$ cat config.mk
export PLATFORM = sky130hd
export DESIGN_NAME = pos_delay_line_flat
export DESIGN_NICKNAME = d
export VERILOG_FILES = /design/src/rtl/pos_delay_line_if.sv /design/src/rtl/pos_delay_line.sv /design/src/flat_wrapper.sv
export SDC_FILE = /design/constraint.sdc
export NUM_CORES = 1
export LEC_CHECK = 0
export ABC_AREA = 1
export CAP_MARGIN = 20
export CORE_MARGIN = 5
export CORE_UTILIZATION = 60
export CTS_CLUSTER_DIAMETER = 50
export DETAILED_ROUTE_END_ITERATION = 6
export DONT_BUFFER_PORTS = 1
export HOLD_SLACK_MARGIN = 0.03
export PLACE_DENSITY_LB_ADDON = 0.2
export SETUP_SLACK_MARGIN = 0.2
export SLEW_MARGIN = 15
export SYNTH_ARGS = -nofsm -noshare
export SYNTH_HDL_FRONTEND = slang
export SYNTH_SLANG_ARGS = --single-unit
$ cat constraint.sdc
create_clock -name clk -period 2.4 [get_ports clk]
set_clock_uncertainty 0.05 [all_clocks]
set_input_delay 0.24 -clock clk [delete_from_list [all_inputs] [get_ports clk]]
set_output_delay 0.24 -clock clk [all_outputs]
set_load 0.02 [all_outputs]
$ cat src/rtl/pos_delay_line_if.sv
// Bundle of the enable/sample inputs and the delayed/snapshot outputs of pos_delay_line.
// master drives samples and frame_sync; slave is the delay line itself.
interface pos_delay_line_if #(
  parameter int CHANNELS = 4,
  parameter int WIDTH    = 12
);
  logic                      en;
  logic                      in_valid;
  logic [CHANNELS*WIDTH-1:0] in_data;
  logic                      frame_sync;
  logic                      out_valid;
  logic [CHANNELS*WIDTH-1:0] out_data;
  logic [CHANNELS*WIDTH-1:0] frame_data;
  logic                      frame_valid;
  logic                      frame_stale;

  modport master (
    output en, in_valid, in_data, frame_sync,
    input  out_valid, out_data, frame_data, frame_valid, frame_stale
  );

  modport slave (
    input  en, in_valid, in_data, frame_sync,
    output out_valid, out_data, frame_data, frame_valid, frame_stale
  );
endinterface

$ cat src/rtl/pos_delay_line.sv
// Delays CHANNELS coordinate words by DEPTH enabled cycles and keeps a frame_sync snapshot.
// Latency DEPTH enabled edges; en=0 freezes the pipeline, no backpressure beyond that.
module pos_delay_line #(
  parameter int CHANNELS = 4,
  parameter int WIDTH    = 12,
  parameter int DEPTH    = 2
) (
  input logic            clk,
  input logic            rst_n,
  pos_delay_line_if.slave bus
);
  localparam int BW = CHANNELS * WIDTH;

  logic [BW-1:0]    stage_data [DEPTH];
  logic [DEPTH-1:0] stage_vld;
  logic             last_load;
  logic             new_since_sync;
  logic             seen_valid;
  logic [BW-1:0]    frame_data_q;
  logic             frame_valid_q;
  logic             frame_stale_q;

  // Valid bit that the next enabled shift will place into the last stage.
  generate
    if (DEPTH == 1) begin : g_single
      assign last_load = bus.en & bus.in_valid;
    end else begin : g_multi
      assign last_load = bus.en & stage_vld[DEPTH-2];
    end
  endgenerate

  always_ff @(posedge clk) begin
    if (!rst_n) begin
      for (int k = 0; k < DEPTH; k++) begin
        stage_data[k] <= '0;
      end
      stage_vld <= '0;
    end else if (bus.en) begin
      if (bus.in_valid) begin
        stage_data[0] <= bus.in_data;
      end
      stage_vld[0] <= bus.in_valid;
      for (int k = 1; k < DEPTH; k++) begin
        stage_data[k] <= stage_data[k-1];
        stage_vld[k]  <= stage_vld[k-1];
      end
    end
  end

  // Snapshot uses pre-edge values, so a shift on the same edge never leaks in.
  always_ff @(posedge clk) begin
    if (!rst_n) begin
      new_since_sync <= 1'b0;
      seen_valid     <= 1'b0;
      frame_data_q   <= '0;
      frame_valid_q  <= 1'b0;
      frame_stale_q  <= 1'b1;
    end else begin
      seen_valid <= seen_valid | stage_vld[DEPTH-1];
      if (last_load) begin
        new_since_sync <= 1'b1;
      end else if (bus.frame_sync) begin
        new_since_sync <= 1'b0;
      end
      if (bus.frame_sync) begin
        frame_data_q  <= stage_data[DEPTH-1];
        frame_stale_q <= ~new_since_sync;
        frame_valid_q <= frame_valid_q | stage_vld[DEPTH-1] | seen_valid;
      end
    end
  end

  assign bus.out_valid   = stage_vld[DEPTH-1];
  assign bus.out_data    = stage_data[DEPTH-1];
  assign bus.frame_data  = frame_data_q;
  assign bus.frame_valid = frame_valid_q;
  assign bus.frame_stale = frame_stale_q;
endmodule

$ cat src/flat_wrapper.sv
// flat-port wrapper written by rule: the top's interface ports become plain ports
module pos_delay_line_flat 
#(
  parameter int CHANNELS = 4,
  parameter int WIDTH    = 12,
  parameter int DEPTH    = 2
)
  (clk, rst_n, bus_en, bus_in_valid, bus_in_data, bus_frame_sync, bus_out_valid, bus_out_data, bus_frame_data, bus_frame_valid, bus_frame_stale);
  pos_delay_line_if #(.CHANNELS(CHANNELS), .WIDTH(WIDTH)) bus_i ();
  input logic clk;
  input logic rst_n;
  input wire logic [$bits(bus_i.en)-1:0] bus_en;
  input wire logic [$bits(bus_i.in_valid)-1:0] bus_in_valid;
  input wire logic [$bits(bus_i.in_data)-1:0] bus_in_data;
  input wire logic [$bits(bus_i.frame_sync)-1:0] bus_frame_sync;
  output wire logic [$bits(bus_i.out_valid)-1:0] bus_out_valid;
  output wire logic [$bits(bus_i.out_data)-1:0] bus_out_data;
  output wire logic [$bits(bus_i.frame_data)-1:0] bus_frame_data;
  output wire logic [$bits(bus_i.frame_valid)-1:0] bus_frame_valid;
  output wire logic [$bits(bus_i.frame_stale)-1:0] bus_frame_stale;
  assign bus_i.en = bus_en;
  assign bus_i.in_valid = bus_in_valid;
  assign bus_i.in_data = bus_in_data;
  assign bus_i.frame_sync = bus_frame_sync;
  assign bus_out_valid = bus_i.out_valid;
  assign bus_out_data = bus_i.out_data;
  assign bus_frame_data = bus_i.frame_data;
  assign bus_frame_valid = bus_i.frame_valid;
  assign bus_frame_stale = bus_i.frame_stale;
  pos_delay_line #(.CHANNELS(CHANNELS), .WIDTH(WIDTH), .DEPTH(DEPTH)) u_core (.clk(clk), .rst_n(rst_n), .bus(bus_i));
endmodule
==> metrics, run 1 <==
drt drc 0; Worst setup SP type flip-flop; status finished clean; dpl ws 949.5 ps; DR WL/cell 15.39 um; Area Growth Syn to Fin 12.72%; met2 routed wirelength 5636 um; Site Rows 36; commonest non-fill, non-tap cell in the layout nor2_1; Final Cell Area 6863 um2; commonest cells after routing, fill and taps aside 144 x nor2_1, 100 x inv_1, 96 x edfxtp_1; final wirelength 11280 um; Cell variety after synth 14; die footprint 12260 um2; Die Ht 110.7 um; initial antenna violation count 1; Clock Tree Root clkbuf_8; Hold Path Stages 3; vias per std cell 4.805; grt ovf 0; CTS tree yes; Final min period 1969 ps; area post-placement 5725 um2; NetSw 1.466 mW; top sig layer met4; total CTS buffers 17; sequential area share after synthesis 0.6510; final hold violation count 0; worst-path maximum fanout 3; Net Sw Frac 0.2440; DRT met1 WL 4223 um; CORE AREA 9819 um2; HP Start bus_frame_sync; vias in the first global route 3456; via count 3522; syn_nets 636; Pwr Density 875.3 nW/um2; final worst path period share 0.8204; Max Freq 0.5079 GHz; total power 6.007 mW; Sink Count 150; Mean Syn Cell Area 10.44 um2; Worst R2R Setup Slack 430 ps; Pleak 3.027 nW; Synth Warn # 0; clock share of power 0.407; Reg-to-Reg End u_core.bus.frame_valid; antenna viol nets, final 0; DR pass1 iterations 5; FF+latch count, synth 150; CP required 2820 ps; Final Hold Slack 61.54 ps; Final nets 639; CP arrival 2390 ps; port buffer count 0; Starting Density 0.6200; die width 110.7 um; GRT Resource Usage Total 0.1922; RSZ-0062 raised after global routing false; synthesized area 6088 um2; Worst R2R Start u_core.stage_vld[1]; largest net degree at the start of global routing 97; met3 wire len 1202 um; Relative slew margins 0.3670; initial drt markers 263; layout cell share with drive strength beyond 1 0.1452; dpl hpwl 6651 um; Setup TNS 0 ps; Pint 4.542 mW; Cells after Synth 583; Placer Congestion 0.7568; element type at the critical path end flip-flop; worst slew pin tran 949.6 ps; CTS Buffer Depth 2; max cap viols 0; VDD IR max 0.4619 mV; worst r2r path cells 6; clk slew on worst S/H paths 60 ps; crit path kind reg2reg; combinational power share 0.061; final worst setup slack 431.0 ps; worst skew pair latency 520 ps; final setup vio count 0; # IOs 152; first-pass GRT wire length 18290 um; sequential share of power 0.532; Hold Path Class in2reg; Slew Viols, Final 0; H-tree Lvls 4; Hold Path Sink u_core.bus.frame_data[34]
==> worst max path at each step <==
stage	from	end	slack (ps)
2_1_floorplan	rst_n	u_core.stage_data[0][0]	360
3_5_place_dp	rst_n	u_core.stage_data[0][13]	950
3_3_place_gp	rst_n	u_core.stage_data[0][13]	1000
6_report	u_core.stage_vld[1]	u_core.bus.frame_valid	430
5_1_grt	u_core.stage_vld[1]	u_core.bus.frame_valid	330
4_1_cts	u_core.stage_vld[1]	u_core.bus.frame_valid	460
==> cells in the mapped netlist <==
| library cell | number | area, um2 |
|---|---|---|
| edfxtp_1 | 96 | 2883 |
| o21ai_1 | 49 | 245.2 |
| o21a_1 | 1 | 7.510 |
| nand2_1 | 10 | 37.54 |
| nor2_2 | 48 | 300.3 |
| buf_4 | 51 | 382.9 |
| nand3_1 | 6 | 30.03 |
| dfxtp_1 | 54 | 1081 |
| nor2_1 | 144 | 540.5 |
| buf_6 | 14 | 157.7 |
| buf_2 | 6 | 30.03 |
| inv_1 | 100 | 375.4 |
| clkbuf_1 | 3 | 11.26 |
| inv_4 | 1 | 6.260 |
==> critical path, cell delays in order, from the launching register on <==
cell	delay [ps]
dfxtp_1	480
inv_1	100
nand2_1	70
nand3_1	50
dlygate4sd3_1	560
nand2_1	60
dlygate4sd3_1	550
==> cell families after synthesis <==
logic type | Yosys count | synth area share
AO/OA/AOI/OAI | 50 | 0.04151
AND/OR/NAND/NOR | 208 | 0.1492
buffers and inverters | 175 | 0.1582
flip-flops | 150 | 0.6510
==> power groups by stage <==
stage	sequential, mW	clock [mW]	combinational [mW]
floorplan	3.14	0	0.400
global placement	3.25	0	0.249
detailed placement	3.26	0	0.260
CTS	3.20	2.48	0.364
global route	3.22	2.61	0.417
finish	3.20	2.44	0.366
==> sequential cells by signal (all words and copies together) (netlist names) <==
signal / count
u_core.bus.frame_data: 48
u_core.bus.frame_valid: 1
u_core.seen_valid: 1
u_core.bus.frame_stale: 1
u_core.stage_data: 96
u_core.stage_vld: 2
u_core.new_since_sync: 1
==> metal layers <==
layer  global-route usage  vias up
met5                    0        -
met3              0.09989       19
met4              0.06897        0
met2               0.3139      135
li1                     -     1757
met1               0.2156     1611
==> final cells by class <==
cell class	instances	area, um2
Timing Repair Buffer	58	620.6
Clock inverter	9	62.56
Sequential cell	150	3964
Antenna cell	1	2.502
Fill cell	694	2957
Multi-Input combinational cell	258	1174
Tap cell	133	166.4
Inverter	101	381.6
Clock buffer	23	491.7
==> metrics by stage <==
step / cells / util
global placement: 644 / 0.5831
global route: 733 / 0.6989
CTS: 732 / 0.6986
finish: 733 / 0.6989
floorplan: 583 / -
detailed placement: 644 / 0.5831
==> repair_timing <==
action                                 in CTS  in global routing
setup endpoints to repair                   0                  0
endpoints found under the hold margin     102                  0
buffers inserted                            0                  0
hold buffers                               56                  0
gates resized for setup                     0                  0
No activity file was read; power rests on OpenSTA's default activity.
==> run 2, diff against run 1 <==
- clock period: 2.4 -> 2 ns (I/O delays scaled with it)
==> run 2 against run 1 <==
Net effect:
- worst hold slack improved by 10 ps
- design area increased by 0.35%
- clock power increased by 15%
- power increased by 18%
- combinational power increased by 22%
- critical path depth unchanged
- largest power group unchanged
- non-clock buffer count increased by 3
- sequential power increased by 20%
- flip-flop and latch count unchanged
- sequential share of layout area decreased by 0.20 points
- setup slack got worse by 120 ps
- global-route usage decreased by 0.59 points
==> metrics, run 2 (synthesized netlist as in run 1, its figures left out) <==
Setup TNS 0 ps; final worst setup slack 310.8 ps; final worst path period share 0.8446; fin cells 735; antenna viol nets, final 0; Pwr Density 1029 nW/um2; crit-path max cell delay 610 ps; RSZ-0062 raised after global routing false; Placer Congestion 0.7389; top cell family by delay on the critical path buffers and inverters; H-tree Lvls 4; diodes inserted 0; grt ovf 0; VDD IR max 0.5415 mV; die width 110.7 um; Pleak 3.002 nW; final hold violation count 0; initial antenna violation count 0; number of fill cells 702; dpl hpwl 6697 um; die footprint 12260 um2; port buffer count 0; drt drc 0; Critical Path, Cell by Cell dlygate4sd3_1 > buf_12 > inv_4 > nand2_1 > nand3_1 > dlygate4sd3_1; Die Ht 110.7 um; Final Hold Slack 71.54 ps; CP required 2350 ps; CP most frequent cell dlygate4sd3_1; total CTS buffers 17; CTS tree yes; Sink Count 150; worst slew pin tran 381.6 ps; Area Growth Syn to Fin 13.11%; Final nets 642; status finished clean; DR WL/cell 15.04 um; vias in the first global route 3493; initial drt markers 284; element type at the critical path end flip-flop; # IOs 152; sum of buffers and inverters on the critical path 4; worst skew pair latency 510 ps; Final Cell Area 6887 um2; DR pass1 iterations 5; vias per std cell 4.702; final wirelength 11050 um; Clock Tree Root clkbuf_8; GRT Resource Usage Total 0.1863; via count 3456; Post-Place Cells 646; max cap viols 0; final setup vio count 0; largest net degree at the start of global routing 97; worst-path maximum fanout 50; Crit-path slowest cell dlygate4sd3_1; area post-placement 5766 um2; clk slew on worst S/H paths 60 ps; Relative slew margins 0.7456; Max Freq 0.5920 GHz; dpl ws 830.3 ps; Final min period 1689 ps; Starting Density 0.6200; CP arrival 2040 ps; commonest cells after routing, fill and taps aside 144 x nor2_1, 100 x inv_1, 96 x edfxtp_1; post-CTS setup buffer count 0; CTS Buffer Depth 2; Hold Path Class in2reg; crit path kind in2reg; Worst setup SP type input port; first-pass GRT wire length 18030 um; CORE AREA 9819 um2; Slew Viols, Final 0; commonest non-fill, non-tap cell in the layout nor2_1; Most flops, register u_core.stage_data; Site Rows 36; layout cell share with drive strength beyond 1 0.1429; max reg flops 96
run 2: metal layers:
metal / global-route usage / vias to the layer above / wire (um)
met1: 0.1965 / 1560 / 3864
met3: 0.09279 / 20 / 1141
li1: - / 1759 / -
met5: 0 / - / 0
met4: 0.08128 / 0 / 240
met2: 0.3139 / 117 / 5807
run 2: metrics by stage:
| stage | util | power, mW |
|---|---|---|
| floorplan | - | 4.248 |
| global placement | 0.5872 | 4.206 |
| detailed placement | 0.5872 | 4.226 |
| CTS | 0.7013 | 7.144 |
| global route | 0.7013 | 7.376 |
| finish | 0.7013 | 7.086 |
run 2: power breakdown:
| part | switching, mW | total [mW] | internal [mW] |
|---|---|---|---|
| Clock | 1.17 | 2.80 | 1.63 |
| Sequential | 0.299 | 3.84 | 3.54 |
| Combinational | 0.251 | 0.445 | 0.195 |
run 2: worst paths after layout:
path | cells after the start | slack [ps] | endpoint | startpoint
worst max-delay path | 6 | 310 | u_core.bus.frame_stale | bus_frame_sync
worst max register to register | 5 | 580 | u_core.bus.frame_valid | u_core.stage_vld[1]
worst min-delay path | 1 | 70 | u_core.stage_data[0][74] | rst_n
worst min register to register | 2 | 420 | u_core.new_since_sync | u_core.new_since_sync
run 2: final cells by class:
class	instances	area, um2	share of cell area
flip-flops and latches	150	3964	0.5756
inverters	101	381.6	0.05541
repair buffers	61	670.6	0.09738
clock inverters	14	112.6	0.01635
multi-input cells	258	1174	0.1704
clock buffers	18	417.9	0.06068
well taps	133	166.4	0.02416
run 2: what timing repair did:
action | in CTS | in global routing
resized for setup | 0 | 0
hold endpoints to repair | 102 | 0
hold buffers | 57 | 0
run 2: worst register-to-register path, delay by kind of cell, from the launching register on:
| family | cells | cell delay (ps) |
|---|---|---|
| AND/OR/NAND/NOR | 3 | 170 |
| buffers and inverters | 2 | 660 |
| flip-flops | 1 | 490 |
==> run 3, diff against run 2 <==
- clock period: 2 -> 1.58 ns (I/O delays scaled with it)
==> run 3 against run 2 <==
Net effect:
- largest cell class unchanged
- the run now ends with DRC left
- critical path depth fell by 3
- via count rose by 3.4%
- first-iteration DRC count rose by 10%
==> metrics, run 3 (synthesized netlist as in run 1, its figures left out) <==
Worst R2R Start u_core.bus.frame_data[45]; CP arrival 1730 ps; CORE AREA 9819 um2; largest net degree at the start of global routing 97; Final min period 1327 ps; CTS tree yes; VDD IR max 0.7100 mV; final worst path period share 0.8402; Worst R2R Setup Slack 250 ps; Pleak 3.060 nW; crit path capture u_core.bus.frame_data[45]; first-pass GRT wire length 18740 um; DR WL/cell 15.66 um; RSZ-0062 raised after global routing false; final wirelength 11620 um; port buffer count 0; Final Hold Slack 61.88 ps; layout cell share with drive strength beyond 1 0.1527; CP required 1980 ps; antenna viol nets, final 0; Setup TNS 0 ps; final setup vio count 0; DR pass1 iterations 7; commonest cells after routing, fill and taps aside 144 x nor2_1, 100 x inv_1, 96 x edfxtp_1; Worst setup SP type flip-flop; dpl ws 518.3 ps; drt drc 8; max cap viols 0; post-CTS setup buffer count 0; vias in the first global route 3553; max reg flops 96; worst slew pin tran 845.6 ps; commonest non-fill, non-tap cell in the layout nor2_1; status finished with violations; clk slew on worst S/H paths 60 ps; Pwr Density 1298 nW/um2; failing checks DRC; die width 110.7 um; CTS Buffer Depth 2; worst r2r path cells 3; final hold violation count 0; number of fill cells 693; Final nets 649; final worst setup slack 252.5 ps; grt ovf 0; GRT Resource Usage Total 0.1979; Reg-to-Reg End u_core.bus.frame_data[45]; Relative slew margins 0.4362; H-tree Lvls 4; Die Ht 110.7 um; worst-path maximum fanout 2; Crit. Startpoint u_core.bus.frame_data[45]; vias per std cell 4.818; HP Start bus_en; total CTS buffers 17; # IOs 152; element type at the critical path end flip-flop; diodes inserted 0; Max Freq 0.7533 GHz; Starting Density 0.6200; Placer Congestion 0.7308; dpl hpwl 6692 um; Hold Path Class in2reg; initial drt markers 313; Clock Tree Root clkbuf_8; Slew Viols, Final 0; via count 3575; Sink Count 150; crit path kind reg2reg; fin util 0.7097; Site Rows 36; Area Growth Syn to Fin 14.47%; initial antenna violation count 0; worst skew pair latency 520 ps; Most flops, register u_core.stage_data; die footprint 12260 um2
run 3: cell types whose count changed in the layout (fill, tap and decap cells not counted), sizes merged:
cell	change
dlygate4sd3	+2
clkbuf	+1
buf	+4
clkinvlp	-2
clkinv	+1
dlymetal6s4s	+1
run 3: per-stage QoR:
step	area, um2	cells	total power, mW
floorplan	6098	583	5.378
global placement	5773	648	5.322
detailed placement	5773	648	5.349
CTS	6965	742	9.107
global route	6969	742	9.426
finish	6969	742	9.049
run 3: cell type report:
type,count,area (um2),area share
Clock inverter,13,110.1,0.01580
Multi-Input combinational cell,258,1179,0.1691
Sequential cell,150,3965,0.5689
Inverter,101,381.6,0.05476
Clock buffer,19,421.7,0.06050
Tap cell,133,166.4,0.02388
Timing Repair Buffer,68,745.7,0.1070
run 3: critical path, cell delays in order, from the launching register on:
cell           delay [ps]
dfxtp_1               460
o21ai_1                90
dlygate4sd3_1         560
nor2_1                110
run 3: worst min-delay path by stage:
stage | end | depth (start not counted)
floorplan | u_core.new_since_sync | 2
CTS | u_core.stage_data[0][84] | 3
finish | u_core.stage_data[0][89] | 3
global placement | u_core.bus.frame_stale | 1
global route | u_core.bus.frame_data[23] | 4
detailed placement | u_core.bus.frame_stale | 1
run 3: timing repair:
item,CTS,global route
hold buffers,62,0
gates resized for setup,0,2
setup endpoints to repair,0,2
endpoints found under the hold margin,170,0
run 3: layer usage:
layer  wire length, um  up-vias  share of wire  track usage
met4               206        0          0.018      0.08292
met1              4334     1663           0.37       0.2186
li1                  -     1778              -            -
met2              5986      118           0.52       0.3261
met3              1090       16          0.094      0.09607
met5                 0        -              0            0
run 3: power breakdown:
| part | internal [mW] | switching [mW] | total, mW |
|---|---|---|---|
| Clock | 2.07 | 1.52 | 3.59 |
| Sequential | 4.48 | 0.378 | 4.86 |
| Combinational | 0.265 | 0.330 | 0.595 |
| Total | 6.82 | 2.23 | 9.05 |
